**src/rtl/rsa_modexp_ctrl.sv**
```systemverilog
// rsa_modexp_ctrl: left-to-right square-and-multiply sequencer for the RSA
// modular-exponentiation datapath. Drives the operand mux selects, launches
// the external modular multiplier and commands result write-back. It holds
// no operand data.
//
// Optional feature macro: RSA_MODEXP_SKIP_LEADING_EN
//   defined   -> processing starts at the most significant 1 of the exponent;
//                an all-zero exponent finishes right after INIT.
//   undefined -> every exponent bit is processed, starting at WIDTH-1.
//
// Mux select codes: 00 = one, 01 = base, 10 = result, 11 = zero.

module rsa_modexp_ctrl #(
    parameter int WIDTH = 8
) (
    input  logic             clk,
    input  logic             rst_n,
    input  logic             start,
    input  logic [WIDTH-1:0] exponent,
    input  logic             mul_done,
    output logic [1:0]       sel_x,
    output logic [1:0]       sel_y,
    output logic             mul_start,
    output logic             res_we,
    output logic             res_src,
    output logic             busy,
    output logic             done
);

    localparam int IDX_W = (WIDTH > 1) ? $clog2(WIDTH) : 1;

    localparam logic [1:0] SEL_ONE  = 2'b00;
    localparam logic [1:0] SEL_BASE = 2'b01;
    localparam logic [1:0] SEL_RES  = 2'b10;
    localparam logic [1:0] SEL_ZERO = 2'b11;

    typedef enum logic [2:0] {
        ST_IDLE      = 3'd0,
        ST_INIT      = 3'd1,
        ST_SQR_START = 3'd2,
        ST_SQR_WAIT  = 3'd3,
        ST_MUL_START = 3'd4,
        ST_MUL_WAIT  = 3'd5,
        ST_NEXT      = 3'd6,
        ST_DONE      = 3'd7
    } state_t;

    state_t           state_r;
    logic [WIDTH-1:0] exp_r;
    logic [IDX_W-1:0] idx_r;
    logic [1:0]       sel_x_r;
    logic [1:0]       sel_y_r;
    logic             mul_start_r;
    logic             res_we_r;
    logic             busy_r;
    logic             done_r;
    logic             wait_r;     // high while in SQR_WAIT or MUL_WAIT
    logic             wb_s;       // product write-back this cycle

`ifdef RSA_MODEXP_SKIP_LEADING_EN
    // Position of the most significant set bit (0 when the value is 0).
    function automatic logic [IDX_W-1:0] msb_index(input logic [WIDTH-1:0] v);
        logic [IDX_W-1:0] pos;
        pos = {IDX_W{1'b0}};
        for (int i = 0; i < WIDTH; i++) begin
            if (v[i]) begin
                pos = IDX_W'(i);
            end
        end
        return pos;
    endfunction
`endif

    // Product write-back is the only output that follows mul_done combinationally.
    assign wb_s      = wait_r & mul_done;

    assign sel_x     = sel_x_r;
    assign sel_y     = sel_y_r;
    assign mul_start = mul_start_r;
    assign res_we    = res_we_r | wb_s;
    assign res_src   = wb_s;
    assign busy      = busy_r;
    assign done      = done_r;

    // Sequencer FSM; outputs are registered together with the state they belong to.
    always_ff @(posedge clk or negedge rst_n) begin
        if (!rst_n) begin
            state_r     <= ST_IDLE;
            exp_r       <= {WIDTH{1'b0}};
            idx_r       <= {IDX_W{1'b0}};
            sel_x_r     <= SEL_ZERO;
            sel_y_r     <= SEL_ZERO;
            mul_start_r <= 1'b0;
            res_we_r    <= 1'b0;
            busy_r      <= 1'b0;
            done_r      <= 1'b0;
            wait_r      <= 1'b0;
        end else begin
            case (state_r)
                ST_IDLE: begin
                    if (start) begin
                        exp_r    <= exponent;
                        idx_r    <= IDX_W'(WIDTH - 1);
                        state_r  <= ST_INIT;
                        busy_r   <= 1'b1;
                        sel_x_r  <= SEL_ONE;
                        sel_y_r  <= SEL_ZERO;
                        res_we_r <= 1'b1;
                    end else begin
                        state_r  <= ST_IDLE;
                        busy_r   <= 1'b0;
                        sel_x_r  <= SEL_ZERO;
                        sel_y_r  <= SEL_ZERO;
                        res_we_r <= 1'b0;
                    end
                end
                ST_INIT: begin
                    res_we_r <= 1'b0;
`ifdef RSA_MODEXP_SKIP_LEADING_EN
                    if (exp_r == {WIDTH{1'b0}}) begin
                        state_r <= ST_DONE;
                        done_r  <= 1'b1;
                        busy_r  <= 1'b0;
                        sel_x_r <= SEL_ZERO;
                        sel_y_r <= SEL_ZERO;
                    end else begin
                        idx_r       <= msb_index(exp_r);
                        state_r     <= ST_SQR_START;
                        sel_x_r     <= SEL_RES;
                        sel_y_r     <= SEL_RES;
                        mul_start_r <= 1'b1;
                    end
`else
                    state_r     <= ST_SQR_START;
                    sel_x_r     <= SEL_RES;
                    sel_y_r     <= SEL_RES;
                    mul_start_r <= 1'b1;
`endif
                end
                ST_SQR_START: begin
                    mul_start_r <= 1'b0;
                    wait_r      <= 1'b1;
                    state_r     <= ST_SQR_WAIT;
                end
                ST_SQR_WAIT: begin
                    if (mul_done) begin
                        wait_r <= 1'b0;
                        if (exp_r[idx_r]) begin
                            state_r     <= ST_MUL_START;
                            sel_x_r     <= SEL_BASE;
                            sel_y_r     <= SEL_RES;
                            mul_start_r <= 1'b1;
                        end else begin
                            state_r <= ST_NEXT;
                            sel_x_r <= SEL_ZERO;
                            sel_y_r <= SEL_ZERO;
                        end
                    end else begin
                        state_r <= ST_SQR_WAIT;
                    end
                end
                ST_MUL_START: begin
                    mul_start_r <= 1'b0;
                    wait_r      <= 1'b1;
                    state_r     <= ST_MUL_WAIT;
                end
                ST_MUL_WAIT: begin
                    if (mul_done) begin
                        wait_r  <= 1'b0;
                        state_r <= ST_NEXT;
                        sel_x_r <= SEL_ZERO;
                        sel_y_r <= SEL_ZERO;
                    end else begin
                        state_r <= ST_MUL_WAIT;
                    end
                end
                ST_NEXT: begin
                    if (idx_r == {IDX_W{1'b0}}) begin
                        state_r <= ST_DONE;
                        done_r  <= 1'b1;
                        busy_r  <= 1'b0;
                    end else begin
                        idx_r       <= idx_r - IDX_W'(1);
                        state_r     <= ST_SQR_START;
                        sel_x_r     <= SEL_RES;
                        sel_y_r     <= SEL_RES;
                        mul_start_r <= 1'b1;
                    end
                end
                ST_DONE: begin
                    done_r  <= 1'b0;
                    state_r <= ST_IDLE;
                end
                default: begin
                    state_r     <= ST_IDLE;
                    sel_x_r     <= SEL_ZERO;
                    sel_y_r     <= SEL_ZERO;
                    mul_start_r <= 1'b0;
                    res_we_r    <= 1'b0;
                    busy_r      <= 1'b0;
                    done_r      <= 1'b0;
                    wait_r      <= 1'b0;
                end
            endcase
        end
    end

endmodule

```
**config.mk**
```make
export PLATFORM = sky130hd
export DESIGN_NAME = rsa_modexp_ctrl
export DESIGN_NICKNAME = d
export VERILOG_FILES = /design/src/rtl/rsa_modexp_ctrl.sv
export SDC_FILE = /design/constraint.sdc
export NUM_CORES = 1
export LEC_CHECK = 0
export ABC_CLOCK_PERIOD_IN_PS = 2600
export CAP_MARGIN = 15
export CORE_MARGIN = 2
export CORE_UTILIZATION = 29
export DETAILED_ROUTE_END_ITERATION = 10
export DONT_BUFFER_PORTS = 1
export HOLD_SLACK_MARGIN = 0.02
export PLACE_DENSITY_LB_ADDON = 0.3
export SETUP_SLACK_MARGIN = 0.2
export SYNTH_ARGS = -nofsm -noshare
export SYNTH_HDL_FRONTEND = slang
export SYNTH_SLANG_ARGS = --single-unit
```
**constraint.sdc**
```tcl
create_clock -name clk -period 2.6 [get_ports clk]
set_clock_uncertainty 0.1 [all_clocks]
set_input_delay 0.52 -clock clk [delete_from_list [all_inputs] [get_ports clk]]
set_output_delay 0.52 -clock clk [all_outputs]
set_load 0.005 [all_outputs]
```
-- Word level (Yosys, flattened, before mapping)
Index checks and enable logic that the tools add are counted.
- register bits after elaboration: 23
- word-level logic and storage cells: 77
- output and inout bits: 9
- bits of input ports: 12
- equal/unequal tests: 14
- bitwise operators: 2
- magnitude comparators: 1
- add/subtract/negate cells: 1
- reductions and logical operators: 17
- muxes and demuxes: 32
- operator list (operator ; number):
    $pmux W3 S8 ; 1
    $pmux W2 S5 ; 2
    $mux W2 ; 8
    $eq A3 B3 Y1 const B ; 4
    $mux W3 ; 4
    $ne A2 B2 Y1 const B ; 6
    $mux W1 ; 10
    $pmux W1 S2 ; 4
    $reduce_and A2 Y1 ; 4
    $reduce_and A4 Y1 ; 2
    $reduce_bool A2 Y1 ; 4
    $eq A3 B2 Y1 const B ; 2
    $logic_not A3 Y1 ; 2
    $pmux W3 S2 ; 1
    $reduce_bool A5 Y1 ; 1
    $lt A3 B4 Y1 const B ; 1
    $pmux W1 S4 ; 1
    $reduce_bool A4 Y1 ; 1
    $reduce_or A2 Y1 ; 2
    $bmux W1 S3 ; 1
    $eq A3 B1 Y1 const B ; 1
    $reduce_and A3 Y1 ; 1
    $sub A3 B1 Y3 const B ; 1
    $ne A2 B1 Y1 const B ; 1
    2 further kinds ; 2

-- Longest topological paths before layout
- depth after elaboration: 5
- mapped depth: 7
- mapped depth without buffers: 6

-- Worst setup path before layout
No wires, ideal clock.
- path type: register to register
- start point: reg idx_r[0]
- end point: reg sel_x_r[1] (netlist: sel_x[1])
- buffers on the path: 1
- library setup time: 0.088 ns
- data arrival time: 1.422 ns
- setup slack: 0.991 ns
- cell stages (with the launch flop): 8
- clock period less this slack: 1.609 ns
- required time: 2.412 ns
- path through: dfrtp_1 buf_2 inv_1 ha_1 nand2b_4 nor3b_4 nor2_2 a221oi_2
- word-level cells in the longest chain between the ends: 5
- elaborated cells on any way between the ends: 8
- classes of those cells: eq/ne (1); mux (5); reduce/logical (2)
- ends and longest elaborated chain (element ; line ; RTL):
    from (decl) ; 50 ; logic [IDX_W-1:0] idx_r;
    from (signal assigned) ; 90 ; idx_r <= {IDX_W{1'b0}};
    from (signal assigned) ; 103 ; idx_r <= IDX_W'(WIDTH - 1);
    from (signal assigned) ; 183 ; idx_r <= idx_r - IDX_W'(1);
    $bmux W1 S3 ; 148 ; if (exp_r[idx_r]) begin
    $mux W1 (not written as such) ; 148 ;
    $mux W2 ; 148 ;
    $mux W2 ; 146 ; if (mul_done) begin
    $pmux W2 S5 ; 99 ; case (state_r)
    to (signal assigned) ; 106 ; sel_x_r <= SEL_ONE;
    to (signal assigned) ; 150 ; sel_x_r <= SEL_BASE;
    to (signal assigned) ; 155 ; sel_x_r <= SEL_ZERO;
    to (decl) ; 51 ; logic [1:0] sel_x_r;
Parallel ways exist; a longest one is shown, timed or not. The select of a mux whose other input is x is not followed.
A chain may end at the register's enable or synchronous reset.

-- Worst setup path in the final report
Same ends and word-level chain as after synthesis.

==> impl_metrics.tcl <==
set metrics [dict create \
    run_status "completed" \
    track_usage 0.113 \
    setup_viol 0 \
    wl_per_cell_um 14.2 \
    drt-pass1-iter-count 4 \
    root_buffer "clkbuf_8" \
    crit_type "flop to flop" \
    end_kind "flop" \
    start_util 0.295 \
    fmax_mhz 561 \
    ir_drop_mv 0.394 \
    worst_pin_slew_ns 0.996 \
    nets 123 \
    vias_per_cell 5.04 \
    numPlacedInstances 153 \
    io_pins 21 \
    grt_first_pass_wirelength_um 3780 \
    cts_resized 0 \
    highest_layer "met4" \
    die_h_um 67.4 \
    tns_ns 0 \
    overflow 0 \
    drv_slew 0 \
    diodes 0 \
    rsz0062_at_grt "false" \
    clk_latency_ns 0.26 \
    coreArea_um2 3940 \
    hpwl_um 1660 \
    post_cts_buffers 0 \
    synth_warnings 0 \
    fin_util 0.314 \
    leakagePower_nw 0.542 \
    yosysUniqueCellTypes 43 \
    syn-cell-area_um2 1160 \
    slew-limit-headroom 0.334 \
    place.port_buffers 0 \
    critPathLaunchType "flop" \
    pre_cts_slack_ns 0.836 \
    cts.path.max_buffers 2 \
    ant_nets 0 \
    final_cell_mix "dfrtp_1, nor2_1, mux2_2" \
    placed_area_um2 1180 \
    gp_congestion 0.816 \
    htree_levels 1 \
    drive_gt1_frac 0.231 \
    grt_pass1_vias 799 \
    final_common_cell "dfrtp_1" \
    rows 23 \
    finalCritPeriodShare 0.685 \
    p_per_area_nw_per_um2 1240 \
    cts.sinks 22 \
    drtIter0Drc 109 \
    synthCells 109 \
    final_area_um2 1240 \
    numCtsBuffers 3 \
    areaGrowthSynthToFinish_pct 6.34 \
    avgSynthCellArea_um2 10.7 \
    routed_wl_um 2250 \
    via_count 796 \
    grt_max_degree 23 \
    period_minus_slack_ns 1.78 \
    drv_cap 0 \
    crit_arrival_ns 1.86 \
    syn-num-nets 123 \
    power_mw 1.53 \
    ys_ff_latch 22 \
    whs_ns 0.308 \
    hold_viol_final 0 \
    wl_met2_um 1060 \
    worstPathRequired_ns 2.67 \
    critPathMaxFanout 7 \
    final_cells 158 \
    die_w_um 67.4 \
    yosysSeqAreaShare 0.476 \
    worstHoldPathType "input pin to flop" \
    grt_antenna_before_repair 0 \
    die-area_um2 4540 \
    drt-met1-wl_um 1000 \
    cts_tree "yes" \
    remaining_drc_errors 0 \
    setup_slack_ns 0.818 \
    wl_met3_um 175 \
    cts.clk_slew.worst_paths_ns 0.07 \
]
layer usage:
layer,GRT usage,up-vias
met5,0,-
met1,0.138,376
li1,-,378
met4,0.0306,0
met3,0.0500,2
met2,0.179,40
report_power, final:
| group | internal [mW] | switching, mW | total, mW |
|---|---|---|---|
| clock | 0.109 | 0.103 | 0.212 |
| combinational | 0.303 | 0.293 | 0.596 |
| sequential | 0.527 | 0.199 | 0.726 |
worst max-delay path, cell delays in order, from the launching register on:
cell and delay (ns):
dfrtp_1 0.47, inv_1 0.10, ha_1 0.25, nand2b_4 0.11
nor3b_4 0.35, nor2_2 0.06, a221oi_2 0.26
Yosys cell counts (all sizes together):
master | count | area [um2]
buf | 6 | 43.8
mux2 | 8 | 90.1
ha | 2 | 25.0
nand4 | 1 | 6.26
o21ai | 3 | 15.0
o211ai | 1 | 7.51
o2111a | 1 | 11.3
o22ai | 2 | 12.5
mux2i | 4 | 40.0
nor3b | 1 | 18.8
a22o | 1 | 8.76
nor2b | 2 | 12.5
xor2 | 1 | 8.76
nand2 | 7 | 28.8
o31ai | 1 | 7.51
a211o | 1 | 10.0
o2111ai | 1 | 8.76
a31oi | 2 | 12.5
conb | 1 | 3.75
or2 | 2 | 12.5
nor2 | 12 | 47.6
nand3 | 1 | 5.00
o21a | 2 | 15.0
dfrtp | 19 | 475
a21oi | 4 | 20.0
and2 | 2 | 15.0
inv | 6 | 22.5
a21o | 1 | 7.51
dfstp | 3 | 78.8
o22a | 1 | 8.76
a221oi | 2 | 23.8
nand2b | 2 | 22.5
maj3 | 1 | 11.3
nor3 | 4 | 20.0
or2b | 1 | 7.51
repair_timing:
item	4_1_cts	5_1_grt
endpoints found under the setup margin	0	0
hold buffers	1	0
endpoints found under the hold margin	22	0
path summary, 6_finish.rpt:
check                                     start                    to  slack [ns]  depth (start not counted)
setup / recovery           idx_r[0]$_DFFE_PN0P_  sel_x[1]$_DFFE_PN1P_        0.82                          6
hold reg to reg            res_we_r$_DFFE_PN0P_  res_we_r$_DFFE_PN0P_        0.38                          1
hold / removal                      exponent[4]  exp_r[4]$_DFFE_PN0P_        0.31                          1
setup reg to reg           idx_r[0]$_DFFE_PN0P_  sel_x[1]$_DFFE_PN1P_        0.82                          6
min in group asynchronous                 rst_n  state_r[2]$_DFF_PN0_        0.77                          1
max in group asynchronous                 rst_n  exp_r[6]$_DFFE_PN0P_        1.02                          1
state kept, by name, indices dropped and copies added (netlist names):
name,cells
state_r,3
wait_r,1
sel_y,1
busy,1
res_we_r,1
done,1
exp_r,8
sel_x,2
idx_r,3
mul_start,1
kinds of logic after synthesis:
family,after synthesis,share of synthesized area
compound gates,23,0.145
xor+xnor,1,0.00752
fa+ha+maj,3,0.0311
buf+inv,12,0.0569
flops,22,0.476
mux,12,0.112
other cells,1,0.00322
simple gates,35,0.169
cell type report:
| type | count | area [um2] |
|---|---|---|
| Clock buffer | 4 | 45.0 |
| Fill cell | 412 | 2700 |
| Inverter | 6 | 22.5 |
| Multi-Input combinational cell | 75 | 544 |
| Sequential cell | 22 | 554 |
| Tap cell | 50 | 62.6 |
| Timing Repair Buffer | 1 | 10.0 |
(Power assumes the default switching activity.)
